<file path="config.mk">
export PLATFORM = sky130hd
export DESIGN_NAME = adaptive_filter_out_buf_flat
export DESIGN_NICKNAME = d
export VERILOG_FILES = /design/src/rtl/adaptive_filter_out_buf_if.sv /design/src/rtl/adaptive_filter_out_buf.sv /design/src/flat_wrapper.sv
export SDC_FILE = /design/constraint.sdc
export NUM_CORES = 1
export LEC_CHECK = 0
export ABC_AREA = 0
export CAP_MARGIN = 20
export CELL_PAD_IN_SITES_DETAIL_PLACEMENT = 1
export CELL_PAD_IN_SITES_GLOBAL_PLACEMENT = 1
export CORE_ASPECT_RATIO = 1.4
export CORE_UTILIZATION = 50
export CTS_CLUSTER_DIAMETER = 120
export CTS_CLUSTER_SIZE = 14
export DETAILED_ROUTE_END_ITERATION = 8
export GPL_ROUTABILITY_DRIVEN = 0
export HOLD_SLACK_MARGIN = 0.05
export PLACE_DENSITY_LB_ADDON = 0.1
export REMOVE_ABC_BUFFERS = 1
export SKIP_LAST_GASP = 1
export SLEW_MARGIN = 25
export SYNTH_ARGS = -nofsm -noshare
export SYNTH_HDL_FRONTEND = slang
export SYNTH_SLANG_ARGS = --single-unit
export TNS_END_PERCENT = 30
</file>
<file path="constraint.sdc">
create_clock -name clk -period 2.6 [get_ports clk]
set_input_delay 0.26 -clock clk [delete_from_list [all_inputs] [get_ports clk]]
set_output_delay 0.26 -clock clk [all_outputs]
set_load 0.02 [all_outputs]
</file>
<file path="src/rtl/adaptive_filter_out_buf_if.sv">
// Sample stream bundle between the filter core, the output buffer and its consumer.
// The upstream half (s_*) carries no ready: the filter core cannot be stalled.
interface adaptive_filter_out_buf_if #(
    parameter int DATA_WIDTH = 14
);
    logic [DATA_WIDTH-7:-6] s_tdata;
    logic                   s_tvalid;
    logic [DATA_WIDTH-7:-6] m_tdata;
    logic                   m_tvalid;
    logic                   m_tready;

    modport master (
        output s_tdata,
        output s_tvalid,
        input  m_tdata,
        input  m_tvalid,
        output m_tready
    );

    modport slave (
        input  s_tdata,
        input  s_tvalid,
        output m_tdata,
        output m_tvalid,
        input  m_tready
    );
endinterface

</file>
<file path="src/rtl/adaptive_filter_out_buf.sv">
// Circular FIFO turning the free-running Q8.6 filter output into a valid/ready stream.
// One cycle push-to-valid; when full and stalled, new samples are dropped and counted.
module adaptive_filter_out_buf #(
    parameter int DATA_WIDTH = 14,
    parameter int DEPTH      = 16,
    parameter int CNT_WIDTH  = 16
) (
    input  logic                       clk,
    input  logic                       arst_n,
    input  logic                       flush,
    adaptive_filter_out_buf_if.slave   bus,
    output logic [$clog2(DEPTH):0]     level,
    output logic                       full,
    output logic                       ovf,
    input  logic                       ovf_clr,
    output logic [CNT_WIDTH-1:0]       drop_cnt
);
    localparam int PW = $clog2(DEPTH);
    localparam int LW = PW + 1;
    localparam logic [LW-1:0] DEPTH_L = LW'(DEPTH);

    logic [1:0]             rst_sync;
    logic                   rst_n;
    logic [PW-1:0]          wr_ptr;
    logic [PW-1:0]          rd_ptr;
    logic [DATA_WIDTH-7:-6] mem [DEPTH];
    logic                   push;
    logic                   pop;
    logic                   drop;

    // Reset asserts asynchronously but is released only on a clock edge.
    always_ff @(posedge clk or negedge arst_n) begin
        if (!arst_n) begin
            rst_sync <= '0;
        end else begin
            rst_sync <= {rst_sync[0], 1'b1};
        end
    end
    assign rst_n = rst_sync[1];

    assign full         = (level == DEPTH_L);
    assign bus.m_tvalid = (level != '0);
    assign bus.m_tdata  = bus.m_tvalid ? mem[rd_ptr] : '0;

    assign pop  = bus.m_tvalid && bus.m_tready;
    assign push = bus.s_tvalid && (!full || pop);
    // A sample arriving with flush is discarded, never counted as lost.
    assign drop = bus.s_tvalid && full && !pop && !flush;

    always_ff @(posedge clk) begin
        if (push && !flush) begin
            mem[wr_ptr] <= bus.s_tdata;
        end
    end

    always_ff @(posedge clk or negedge rst_n) begin
        if (!rst_n) begin
            wr_ptr <= '0;
            rd_ptr <= '0;
            level  <= '0;
        end else if (flush) begin
            wr_ptr <= '0;
            rd_ptr <= '0;
            level  <= '0;
        end else begin
            if (push) begin
                wr_ptr <= wr_ptr + 1'b1;
            end
            if (pop) begin
                rd_ptr <= rd_ptr + 1'b1;
            end
            case ({push, pop})
                2'b10:   level <= level + 1'b1;
                2'b01:   level <= level - 1'b1;
                default: level <= level;
            endcase
        end
    end

    always_ff @(posedge clk or negedge rst_n) begin
        if (!rst_n) begin
            ovf      <= 1'b0;
            drop_cnt <= '0;
        end else if (drop) begin
            ovf <= 1'b1;
            if (ovf_clr) begin
                drop_cnt <= CNT_WIDTH'(1);
            end else if (drop_cnt != '1) begin
                drop_cnt <= drop_cnt + 1'b1;
            end
        end else if (ovf_clr) begin
            ovf      <= 1'b0;
            drop_cnt <= '0;
        end
    end
endmodule

</file>
<file path="src/flat_wrapper.sv">
// flat-port wrapper written by rule: the top's interface ports become plain ports
module adaptive_filter_out_buf_flat 
#(
    parameter int DATA_WIDTH = 14,
    parameter int DEPTH      = 16,
    parameter int CNT_WIDTH  = 16
)
  (clk, arst_n, flush, level, full, ovf, ovf_clr, drop_cnt, bus_s_tdata, bus_s_tvalid, bus_m_tdata, bus_m_tvalid, bus_m_tready);
  adaptive_filter_out_buf_if #(.DATA_WIDTH(DATA_WIDTH)) bus_i ();
  input  logic clk;
  input  logic arst_n;
  input  logic flush;
  output logic [$clog2(DEPTH):0] level;
  output logic full;
  output logic ovf;
  input  logic ovf_clr;
  output logic [CNT_WIDTH-1:0] drop_cnt;
  input wire logic [$bits(bus_i.s_tdata)-1:0] bus_s_tdata;
  input wire logic [$bits(bus_i.s_tvalid)-1:0] bus_s_tvalid;
  output wire logic [$bits(bus_i.m_tdata)-1:0] bus_m_tdata;
  output wire logic [$bits(bus_i.m_tvalid)-1:0] bus_m_tvalid;
  input wire logic [$bits(bus_i.m_tready)-1:0] bus_m_tready;
  assign bus_i.s_tdata = bus_s_tdata;
  assign bus_i.s_tvalid = bus_s_tvalid;
  assign bus_m_tdata = bus_i.m_tdata;
  assign bus_m_tvalid = bus_i.m_tvalid;
  assign bus_i.m_tready = bus_m_tready;
  adaptive_filter_out_buf #(.DATA_WIDTH(DATA_WIDTH), .DEPTH(DEPTH), .CNT_WIDTH(CNT_WIDTH)) u_core (.clk(clk), .arst_n(arst_n), .flush(flush), .bus(bus_i), .level(level), .full(full), .ovf(ovf), .ovf_clr(ovf_clr), .drop_cnt(drop_cnt));
endmodule
</file>
### Word level (Yosys, flattened, before mapping)

Memory sizes are Yosys's and may differ from the RTL's.
Index checks and enable logic that the tools add are counted.

* $add $sub $neg: 5
* equal/unequal tests: 4
* multiplexer cells: 15
* reductions and logical operators: 17

Operator list (number)
* $mux 16: 4
* $add 16x1->16 const B: 1
* $mux 4: 4
* $ne 16x16->1 const B: 1
* $mux 14: 1
* $pmux 5 s2: 1
* $add 4x1->4 const B: 2
* $reduce_bool 2->1: 4
* $logic_and 1x1->1: 6
* $add 5x1->5 const B: 1
* $eq 5x5->1 const B: 1
* $mux 5: 1
* $reduce_bool 5->1: 1
* $sub 5x1->5 const B: 1
* $mux 1: 4
* $logic_not 1->1: 3
* $reduce_bool 3->1: 1
* $eq 2x1->1 const B: 1
* $eq 2x2->1 const B: 1
* $reduce_and 2->1: 1
* $logic_or 1x1->1: 1

* flip-flop bits (word level): 32
* RAM bits: 224
* bits of input ports: 20
* output and inout bits: 38
* logic and storage cells: 48
* memories kept: 1

Memories
* u_core.mem: words 16, width 14, rd ports 1, clocked after memory_dff 0, wr ports 1, RTL line adaptive_filter_out_buf.sv:26 `logic [DATA_WIDTH-7:-6] mem [DEPTH];`

### Depth between registers and ports, before layout

Gate-level depths: netlist (run 1).

* depth after elaboration: 7
* depth in mapped cells: 11
* depth with buffers taken out: 11

### Worst setup path after synthesis (run 1)

No wires, ideal clock.

* path kind: register to register
* start: reg u_core.level[1]
* end: reg u_core.level[4]
* setup time: 0.082 ns
* data arrival time: 2.820 ns
* required time: 2.518 ns
* path slack: -0.302 ns
* stages on the path, launching flop included: 12
* path buffers: 0
* clock period less this slack: 2.902 ns
* cells stage by stage: dfrtp_1 -> nor4_4 -> nand2b_1 -> nand2_1 -> or2_2 -> inv_1 -> ha_1 -> nand2b_1 -> a21oi_1 -> or3_1 -> a21o_1 -> a31oi_1

* cells in the longest elaborated chain, start to end: 7
* elaborated cells between the ends (all ways): 13
* classes of those cells: add/sub (2); eq/ne (3); mux (2); reduce/logical (6)

Ends and longest elaborated chain
* from (decl): RTL line adaptive_filter_out_buf.sv:12 `output logic [$clog2(DEPTH):0] level,`
* from (signal assigned): RTL line adaptive_filter_out_buf.sv:73 `2'b10: level <= level + 1'b1;`
* from (signal assigned): RTL line adaptive_filter_out_buf.sv:74 `2'b01: level <= level - 1'b1;`
* from (signal assigned): RTL line adaptive_filter_out_buf.sv:75 `default: level <= level;`
* $reduce_bool 5->1 (*): RTL line adaptive_filter_out_buf.sv:42 `assign bus.m_tvalid = (level != '0);`
* named net bus_m_tvalid: RTL line flat_wrapper.sv:21 `output wire logic [$bits(bus_i.m_tvalid)-1:0] bus_m_tvalid;`
* $logic_and 1x1->1 (*): RTL line adaptive_filter_out_buf.sv:45 `assign pop = bus.m_tvalid && bus.m_tready;`
* $logic_or 1x1->1: RTL line adaptive_filter_out_buf.sv:46 `assign push = bus.s_tvalid && (!full || pop);`
* $logic_and 1x1->1: RTL line adaptive_filter_out_buf.sv:46
* $eq 2x1->1 / $eq 2x2->1 (equally long branches): RTL line adaptive_filter_out_buf.sv:72 `case ({push, pop})`
* $pmux 5 s2: RTL line adaptive_filter_out_buf.sv:72
* $mux 5: RTL line adaptive_filter_out_buf.sv:61 `end else if (flush) begin`

Mark *: on every way through the listed nets, which the timed path passes. The rest lies on a longest branch.
A chain may end at the register's enable or synchronous reset.

### Worst setup path in the final report (run 1)

* start: reg u_core.rd_ptr[0]
* end: out bus_m_tdata[10]

* cells in the longest elaborated chain, start to end: 2

Ends and longest elaborated chain
* from (decl): RTL line adaptive_filter_out_buf.sv:25 `logic [PW-1:0] rd_ptr;`
* from (signal assigned): RTL line adaptive_filter_out_buf.sv:70 `rd_ptr <= rd_ptr + 1'b1;`
* $mem_v2 16x14
* $mux 14: RTL line adaptive_filter_out_buf.sv:43 `assign bus.m_tdata = bus.m_tvalid ? mem[rd_ptr] : '0;`
* to (decl): RTL line flat_wrapper.sv:20 `output wire logic [$bits(bus_i.m_tdata)-1:0] bus_m_tdata;`

Every way passes these cells.

==> results of run 1 <==
critical path, cell delays in order, from the launching register on:
cell and delay [ns]:
dfrtp_4 0.49, buf_4 0.17, buf_12 0.14, mux4_2 0.52
mux2i_2 0.22, o22ai_1 0.13, buf_2 0.17
worst max-delay path by stage:
stage	start	endpoint	slack [ns]
after floorplan	u_core.rd_ptr[0]	bus_m_tdata[0]	-0.96
after global placement	bus_m_tready	u_core.mem[12][3]	0.10
after detailed placement	bus_m_tready	u_core.level[3]	-0.007
after CTS	u_core.rd_ptr[0]	bus_m_tdata[1]	-0.08
after global routing	u_core.rd_ptr[0]	bus_m_tdata[10]	-0.07
final	u_core.rd_ptr[0]	bus_m_tdata[10]	0.003
stage by stage:
step           cell area (sq um)  setup TNS, ns  hold slack [ns]
3_5_place_dp               11700       -0.00694            0.293
2_1_floorplan              10300         -15.52          -0.0356
6_report                   12400              0            0.262
5_1_grt                    12400          -1.28            0.324
3_3_place_gp               11700              0            0.261
4_1_cts                    12400         -0.487            0.293
report_power, final:
part	leakage, nW	internal (W)	switching [W]
Combinational	1.32	0.00125	0.00128
Clock	0.308	0.00166	0.00138
Sequential	2.45	0.00456	0.0000969
cell families (layout without fill, tap and decap cells):
logic type / count (synthesis) / in the layout / share of synthesized area
muxes: 90 / 90 / 0.153
buffers and inverters: 38 / 160 / 0.0153
and+or+nand+nor: 96 / 96 / 0.0488
adders and majority gates: 10 / 10 / 0.0127
xor gates and xnor gates: 16 / 16 / 0.0134
other: 1 / 1 / 0.000358
AOI/OAI and AO/OA: 50 / 50 / 0.0366
DFF: 256 / 256 / 0.719
timing repair:
action                                 in CTS  in global routing
hold buffers                                1                  0
pin swaps                                   1                  0
setup endpoints to repair                  14                 33
buffers inserted                            7                  0
endpoints found under the hold margin       2                  0
resized for setup                          49                  9
gates cloned                                2                  0
layout by cell type (no fill, tap or decap), types with 3 or more instances in the layout:
master | Yosys | final
a211oi_1 | 4 | 4
a21oi_1 | 10 | 10
and3_1 | 4 | 4
and4_1 | 3 | 3
buf_12 | 0 | 9
buf_2 | 11 | 9
buf_4 | 1 | 40
clkbuf_1 | 13 | 16
clkbuf_16 | 0 | 23
clkbuf_2 | 0 | 3
clkdlybuf4s50_1 | 0 | 43
dfrtp_1 | 32 | 29
edfxtp_1 | 224 | 224
ha_1 | 9 | 9
inv_1 | 11 | 11
mux2i_1 | 31 | 28
mux2i_2 | 0 | 3
mux4_2 | 56 | 56
nand2_1 | 17 | 17
nand2b_1 | 6 | 6
nand3_1 | 9 | 9
nor2_1 | 34 | 34
nor3_2 | 0 | 4
o21ai_0 | 4 | 4
o21ai_1 | 3 | 3
o22ai_1 | 14 | 14
or3_1 | 3 | 3
xnor2_1 | 11 | 11
xor2_1 | 5 | 5
sequential cells by signal, indices dropped and copies added (netlist names):
register and flops:
u_core.mem 224, u_core.drop_cnt 16, u_core.level 5, u_core.rd_ptr 4
u_core.wr_ptr 4, u_core.rst_sync 2, u_core.ovf 1
Yosys cell counts (all sizes together):
library cell,instances,area (sq um)
edfxtp,224,6730
mux4,56,1260
nor2,34,128
dfrtp,32,801
mux2i,31,310
nand2,18,75.1
buf,14,70.1
o22ai,14,87.6
clkbuf,13,48.8
a21oi,11,66.3
inv,11,41.3
xnor2,11,96.3
ha,9,113
nand3,9,45.0
o21ai,7,35.0
nand2b,6,37.5
nor3,5,25.0
xor2,5,43.8
a2111oi,4,85.1
a211oi,4,30.0
and3,4,25.0
nor4,4,52.6
and4,3,26.3
mux2,3,33.8
nand4,3,25.0
or3,3,18.8
a21o,2,15.0
a311oi,2,17.5
and2,2,12.5
o211ai,2,15.0
a31oi,1,6.26
and4bb,1,12.5
conb,1,3.75
fa,1,20.0
nand3b,1,7.51
nor2b,1,6.26
o211a,1,10.0
o21bai,1,7.51
o31ai,1,7.51
or2,1,6.26
or4,1,7.51
routing by layer:
metal	global-route usage	part of all wire	wire [um]	vias to the layer above
met2	0.419	0.54	12900	145
met3	0.0297	0.055	1320	27
li1	-	-	-	2435
met1	0.279	0.38	9080	2873
met5	0	0	0	-
met4	0.0622	0.019	463	0
final cells by class:
| class | instances | area, sq um | area share |
|---|---|---|---|
| inverters | 11 | 41.3 | 0.00333 |
| multi-input cells | 263 | 2810 | 0.226 |
| clock inverters | 1 | 11.3 | 0.000909 |
| repair buffers | 109 | 1040 | 0.0839 |
| clock buffers | 39 | 636 | 0.0513 |
| well taps | 256 | 320 | 0.0259 |
| flip-flops and latches | 256 | 7540 | 0.608 |
==> impl_metrics.env, run 1 <==
export IMPL_fp_row_count=62
export IMPL_ys_seq_area_frac=0.719
export IMPL_grt_max_degree=29
export IMPL_n_fill_cell=1820
export IMPL_core_area_sq_mm=0.0205
export IMPL_antennaDiodeCount=0
export IMPL_reg2reg_to="u_core.mem[12][1]"
export IMPL_synth_seq_cells=256
export IMPL_postRouteAntennaNets=0
export IMPL_pwr_density_cell_mw_per_mm2=825
export IMPL_hold_viol=0
export IMPL_r2r_setup_slack_ns=0.10
export IMPL_grt_overflow=0
export IMPL_die_height_um=173
export IMPL_clk_latency_ns=0.51
export IMPL_hold_class="flop to async pin"
export IMPL_path_max_fanout=8
export IMPL_crit_type="flop to primary output"
export IMPL_period_share=0.999
export IMPL_place_ws_ns=-0.00694
export IMPL_numClockSinks=256
export IMPL_slew_viol_final=0
export IMPL_setup_violations=0
export IMPL_ir_drop_mv=0.607
export IMPL_start_util=0.511
export IMPL_power_w=0.0102
export IMPL_syn_area_per_cell_sq_um=18.8
export IMPL_drc=0
export IMPL_tightest_slew_ns=0.897
export IMPL_cp_end_kind="primary output"
export IMPL_grt_pass1_vias=6189
export IMPL_ios=58
export IMPL_dr_total_vias=5480
export IMPL_syn_cell_area_sq_mm=0.0105
export IMPL_p_leak_nw=4.08
export IMPL_h_tree_depth=1
export IMPL_skew_ns=0.0137
export IMPL_wirelength_mm=23.8
export IMPL_layout_nets=693
export IMPL_maxCapViolCount=0
export IMPL_dr_pass1_iters=4
export IMPL_grt_pass1_wl_mm=36.6
export IMPL_synth_cells=557
export IMPL_clk_path_buf_depth=3
export IMPL_min_period_ns=2.60
export IMPL_cp_start_kind="flop"
export IMPL_die_w_um=124
export IMPL_slew_headroom=0.400
export IMPL_portBuffers=57
export IMPL_setup_ws_ns=0.00316
export IMPL_fmax_mhz=385
export IMPL_post_drt_via_cell_ratio=5.86
export IMPL_rsz0062_at_grt="true"
export IMPL_required_ns=2.34
export IMPL_ys_types=51
export IMPL_reg2reg_from="u_core.level[2]"
export IMPL_utilization=0.605
export IMPL_cts_clk_slew_worst_paths_ns=0.07
export IMPL_yosysWarnings=0
export IMPL_antenna_found_initial=1
export IMPL_areaGrowthSynthToFinish_pct=18.4
export IMPL_numCtsBuffers=22
export IMPL_dp_cells=886
export IMPL_r2r_cells=7
export IMPL_crit_arrival_ns=2.34
export IMPL_drive_above_1_share=0.247
export IMPL_status="finished clean"
export IMPL_die_area_sq_mm=0.0215
export IMPL_ctsRootBufferMaster="clkbuf_16"
export IMPL_wire_per_inst_um=25.5
export IMPL_drt_iter0_drc=344
export IMPL_grt_usage=0.227
export IMPL_hpwlAfterDp_mm=15.0
export IMPL_cts_tree="yes"
export IMPL_fin_cells=935
(Power assumes the default switching activity.)
==> run 2: changes to the inputs <==
CORE_UTILIZATION = 45   (was 50)
==> run 2 against run 1 <==
  * Non-clock buffer count is 1 higher
  * Utilization is 5.3 points lower
  * Largest cell class unchanged
  * Clock skew hardly changed
  * Highest routed layer unchanged
  * Sequential cell count stayed put
  * Die area is 11% higher
  * Clock power hardly changed
==> impl_metrics.env, run 2 (synthesized netlist as in run 1, its figures left out) <==
export IMPL_grt_pass1_wl_mm=36.7
export IMPL_grt_usage=0.213
export IMPL_ios=58
export IMPL_rsz0062_at_grt="true"
export IMPL_die_w_um=131
export IMPL_pwr_share_comb=0.251
export IMPL_hold_viol=0
export IMPL_drc=0
export IMPL_wirelength_mm=23.9
export IMPL_power_share_switching=0.269
export IMPL_cpPeakStageDelay_ns=0.51
export IMPL_cp_cell_sequence="buf_4 -> buf_12 -> mux4_2 -> mux2i_1 -> o22ai_1 -> clkdlybuf4s15_2"
export IMPL_antennaDiodeCount=0
export IMPL_power_share_sequential=0.451
export IMPL_pwr_density_cell_mw_per_mm2=820
export IMPL_clk_path_buf_depth=3
export IMPL_status="finished clean"
export IMPL_start_util=0.461
export IMPL_holdWs_ns=0.295
export IMPL_layout_nets=694
export IMPL_crit_type="flop to primary output"
export IMPL_grt_overflow=0
export IMPL_cpMaxStageDelayCell="mux4_2"
export IMPL_hold_class="flop to async pin"
export IMPL_fmax_mhz=385
export IMPL_die_height_um=182
export IMPL_min_period_ns=2.60
export IMPL_dr_total_vias=5496
export IMPL_drt_iter0_drc=351
export IMPL_fp_row_count=65
export IMPL_mostFrequentLayoutCells="edfxtp_1, mux4_2, clkdlybuf4s50_1, buf_4, nor2_1"
export IMPL_switchingPower_w=0.00276
export IMPL_ir_drop_mv=0.616
export IMPL_core_area_sq_mm=0.0227
export IMPL_tightest_slew_ns=0.705
export IMPL_p_leak_nw=4.07
export IMPL_fin_tns_setup_ns=0
export IMPL_postRouteAntennaNets=0
export IMPL_grt_pass1_vias=6157
export IMPL_ctsRootBufferMaster="clkbuf_16"
export IMPL_slew_viol_final=0
export IMPL_h_tree_depth=1
export IMPL_cts_clk_slew_worst_paths_ns=0.06
export IMPL_final_common_cell="edfxtp_1"
export IMPL_pwr_share_clk=0.297
export IMPL_cp_end_kind="primary output"
export IMPL_setup_violations=0
export IMPL_maxCapViolCount=0
export IMPL_dr_pass1_iters=4
export IMPL_required_ns=2.34
export IMPL_skew_ns=0.0138
export IMPL_path_max_fanout=11
export IMPL_reg_largest_list="u_core.mem (224), u_core.drop_cnt (16), u_core.level (5)"
export IMPL_cts_tree="yes"
export IMPL_die_area_sq_mm=0.0239
export IMPL_drive_above_1_share=0.253
export IMPL_top_register="u_core.mem"
export IMPL_antenna_found_initial=0
export IMPL_p_int_w=0.00752
export IMPL_crit_arrival_ns=2.34
export IMPL_slew_headroom=0.530
export IMPL_areaGrowthSynthToFinish_pct=19.8
export IMPL_wire_per_inst_um=24.3
export IMPL_numClockSinks=256
export IMPL_clk_latency_ns=0.51
export IMPL_grt_max_degree=33
export IMPL_hpwlAfterDp_mm=14.7
export IMPL_largest_reg_flops=224
export IMPL_portBuffers=57
export IMPL_numCtsBuffers=22
export IMPL_cp_start_kind="flop"
export IMPL_period_share=0.999
export IMPL_post_drt_via_cell_ratio=5.60
run 2: changes by cell type in the layout (fill, tap and decap cells not counted), sizes merged:
cell           change
clkbuf             -2
clkdlybuf4s15     +10
buf                -7
run 2: final timing paths:
| check | cells after the start | endpoint | slack (ns) | start |
|---|---|---|---|---|
| setup / recovery | 6 | bus_m_tdata[8] | 0.002 | u_core.rd_ptr[0] |
| setup reg to reg | 11 | u_core.level[3] | 0.12 | u_core.level[2] |
| min in group clk | 0 | u_core.rst_sync[1] | 0.34 | u_core.rst_sync[0] |
| hold reg to reg | 0 | u_core.wr_ptr[2] | 0.30 | u_core.rst_sync[1] |
| hold / removal | 0 | u_core.wr_ptr[2] | 0.30 | u_core.rst_sync[1] |
| max in group asynchronous | 1 | u_core.drop_cnt[2] | 1.60 | u_core.rst_sync[1] |
run 2: metal layers:
metal	up-vias	share of wire	wire length [um]	GRT usage
met5	-	0	0	0
li1	2443	-	-	-
met1	2907	0.41	9720	0.266
met3	35	0.028	678	0.0223
met4	0	0.022	518	0.0611
met2	111	0.54	12900	0.386
run 2: timing repair:
item	4_1_cts	5_1_grt
hold buffers	1	0
pin swaps	0	1
gates resized for setup	42	9
cloned	1	0
setup endpoints to repair	14	16
endpoints found under the hold margin	2	0
buffers inserted	5	1
run 2: final cells by class:
cell class | count | area, sq um
clock buffer | 39 | 636
sequential | 256 | 7540
timing repair buffer | 110 | 1110
fill | 2051 | 10200
tap | 301 | 377
clock inverter | 1 | 11.3
multi-input combinational | 263 | 2830
inverter | 11 | 41.3
run 2: stage by stage:
| step | total power (W) | std cells | setup WS, ns | utilization | cell area [sq um] |
|---|---|---|---|---|---|
| after CTS | 0.0104 | 980 | -0.0427 | 0.551 | 12500 |
| after detailed placement | 0.00723 | 933 | 0.0192 | 0.518 | 11700 |
| after global routing | 0.0107 | 981 | -0.0871 | 0.552 | 12500 |
| final | 0.0103 | 981 | 0.00186 | 0.552 | 12500 |
| after floorplan | 0.00617 | 530 | -0.965 | - | 10300 |
| after global placement | 0.00718 | 933 | 0.158 | 0.518 | 11700 |
run 2: worst max-delay path, delay by kind of cell, from the launching register on:
family                 cells  cell delay, ns
DFF                        1            0.46
AOI/OAI and AO/OA          1            0.11
buffers and inverters      3            0.54
muxes                      2            0.70
run 2: power by group through the flow:
stage               clock network [W]  registers (W)  logic, W
CTS                           0.00314        0.00464   0.00259
global route                  0.00325        0.00465   0.00278
finish                        0.00306        0.00464   0.00258
global placement                    0        0.00472   0.00245
detailed placement                  0        0.00473   0.00250
floorplan                           0        0.00492   0.00125
==> run 3: changes to the inputs <==
RECOVER_POWER = 100   (was not set)
==> run 3 against run 2 <==
  * Hold slack worse by 0.0036 ns
  * Setup slack better by 0.0030 ns
  * Design area down 1.3%
  * Count of clock-buffer cells in the layout unchanged
  * Via count down 0.51%
  * Wire length about the same
  * Critical path type unchanged
  * Largest cell class unchanged
  * Highest routed layer unchanged
==> impl_metrics.env, run 3 (synthesized netlist as in run 1, its figures left out) <==
export IMPL_wirelength_mm=23.8
export IMPL_hold_class="flop to async pin"
export IMPL_antennaDiodeCount=0
export IMPL_path_max_fanout=9
export IMPL_layout_nets=694
export IMPL_tightest_slew_ns=0.945
export IMPL_drc=0
export IMPL_maxCapViolCount=0
export IMPL_postRouteAntennaNets=0
export IMPL_antenna_found_initial=0
export IMPL_mostFrequentLayoutCells="edfxtp_1, mux4_2, dlygate4sd3_1, nor2_1, mux2i_1"
export IMPL_r2r_setup_slack_ns=0.08
export IMPL_final_common_cell="edfxtp_1"
export IMPL_status="finished clean"
export IMPL_place_ws_ns=0.0192
export IMPL_drive_above_1_share=0.224
export IMPL_clk_latency_ns=0.51
export IMPL_rsz0062_at_grt="true"
export IMPL_post_drt_via_cell_ratio=5.57
export IMPL_fmax_mhz=385
export IMPL_period_share=0.998
export IMPL_fp_row_count=65
export IMPL_dr_pass1_iters=4
export IMPL_areaGrowthSynthToFinish_pct=18.3
export IMPL_setup_ws_ns=0.00484
export IMPL_die_w_um=131
export IMPL_cp_end_kind="primary output"
export IMPL_slew_headroom=0.370
export IMPL_skew_ns=0.0146
export IMPL_cp_start_kind="flop"
export IMPL_crit_type="flop to primary output"
export IMPL_grt_overflow=0
export IMPL_start_util=0.461
export IMPL_ios=58
export IMPL_hold_viol=0
export IMPL_clk_path_buf_depth=3
export IMPL_grt_pass1_vias=6157
export IMPL_drt_iter0_drc=312
export IMPL_hpwlAfterDp_mm=14.7
export IMPL_cts_clk_slew_worst_paths_ns=0.07
export IMPL_grt_usage=0.213
export IMPL_pwr_density_cell_mw_per_mm2=828
export IMPL_slew_viol_final=0
export IMPL_numCtsBuffers=22
export IMPL_utilization=0.545
export IMPL_grt_max_degree=33
export IMPL_numClockSinks=256
export IMPL_ctsRootBufferMaster="clkbuf_16"
export IMPL_r2r_cells=10
export IMPL_p_leak_nw=4.08
export IMPL_grt_pass1_wl_mm=36.7
export IMPL_die_height_um=182
export IMPL_required_ns=2.34
export IMPL_reg_largest_list="u_core.mem (224), u_core.drop_cnt (16), u_core.level (5)"
export IMPL_wire_per_inst_um=24.3
export IMPL_ir_drop_mv=0.615
export IMPL_cts_tree="yes"
export IMPL_setup_violations=0
export IMPL_die_area_sq_mm=0.0239
export IMPL_dr_total_vias=5468
export IMPL_portBuffers=57
export IMPL_largest_reg_flops=224
export IMPL_min_period_ns=2.60
export IMPL_crit_arrival_ns=2.34
export IMPL_h_tree_depth=1
export IMPL_core_area_sq_mm=0.0227
export IMPL_top_register="u_core.mem"
==> run 3: path summary, 6_finish.rpt <==
check	start	end
setup / recovery	u_core.rd_ptr[0]	bus_m_tdata[5]
hold / removal	u_core.rst_sync[1]	u_core.wr_ptr[3]
setup reg to reg	u_core.level[3]	u_core.level[4]
hold reg to reg	u_core.rst_sync[1]	u_core.wr_ptr[3]
max in group asynchronous	u_core.rst_sync[1]	u_core.drop_cnt[2]
min in group clk	u_core.rst_sync[0]	u_core.rst_sync[1]
==> run 3: worst max-delay path, stage by stage (launching register included) <==
cell             delay (ns)
dfrtp_4                0.46
buf_12                 0.13
buf_8                  0.16
mux4_2                 0.50
mux2i_1                0.17
o22ai_1                0.12
clkdlybuf4s15_2        0.28
==> run 3: routing by layer <==
metal / part of all wire / track usage / vias to the layer above
li1: - / - / 2446
met2: 0.54 / 0.386 / 119
met3: 0.028 / 0.0223 / 35
met1: 0.41 / 0.266 / 2868
met5: 0 / 0 / -
met4: 0.022 / 0.0611 / 0
==> run 3: final cells by class <==
cell class              count  area, sq um
clock buffers              39          636
clock inverters             1         11.3
fillers                  2070        10300
inverters                  11         41.3
multi-input cells         263         2730
flip-flops and latches    256         7540
well taps                 301          377
repair buffers            110         1040
==> run 3: through the flow <==
stage / hold WS (ns) / cell area [sq um] / power, W / TNS, ns / std cells
after floorplan: -0.0356 / 10300 / 0.00617 / -15.52 / 530
after global placement: 0.297 / 11700 / 0.00718 / 0 / 933
after detailed placement: 0.313 / 11700 / 0.00723 / 0 / 933
after CTS: 0.321 / 12500 / 0.0104 / -0.271 / 980
after global routing: 0.348 / 12400 / 0.0106 / -0.797 / 981
final: 0.292 / 12400 / 0.0102 / 0 / 981
==> run 3: power breakdown <==
| group | internal, W | leakage [nW] | switching, W |
|---|---|---|---|
| combinational | 0.00127 | 1.33 | 0.00127 |
| clock | 0.00166 | 0.308 | 0.00140 |
| sequential | 0.00456 | 2.45 | 0.0000811 |
==> run 3: timing repair <==
item,4_1_cts,5_1_grt
gates resized for setup,42,9
pin swaps,0,1
hold buffers,1,0
hold endpoints to repair,2,0
buffers inserted,5,1
endpoints found under the setup margin,14,16
gates cloned,1,0
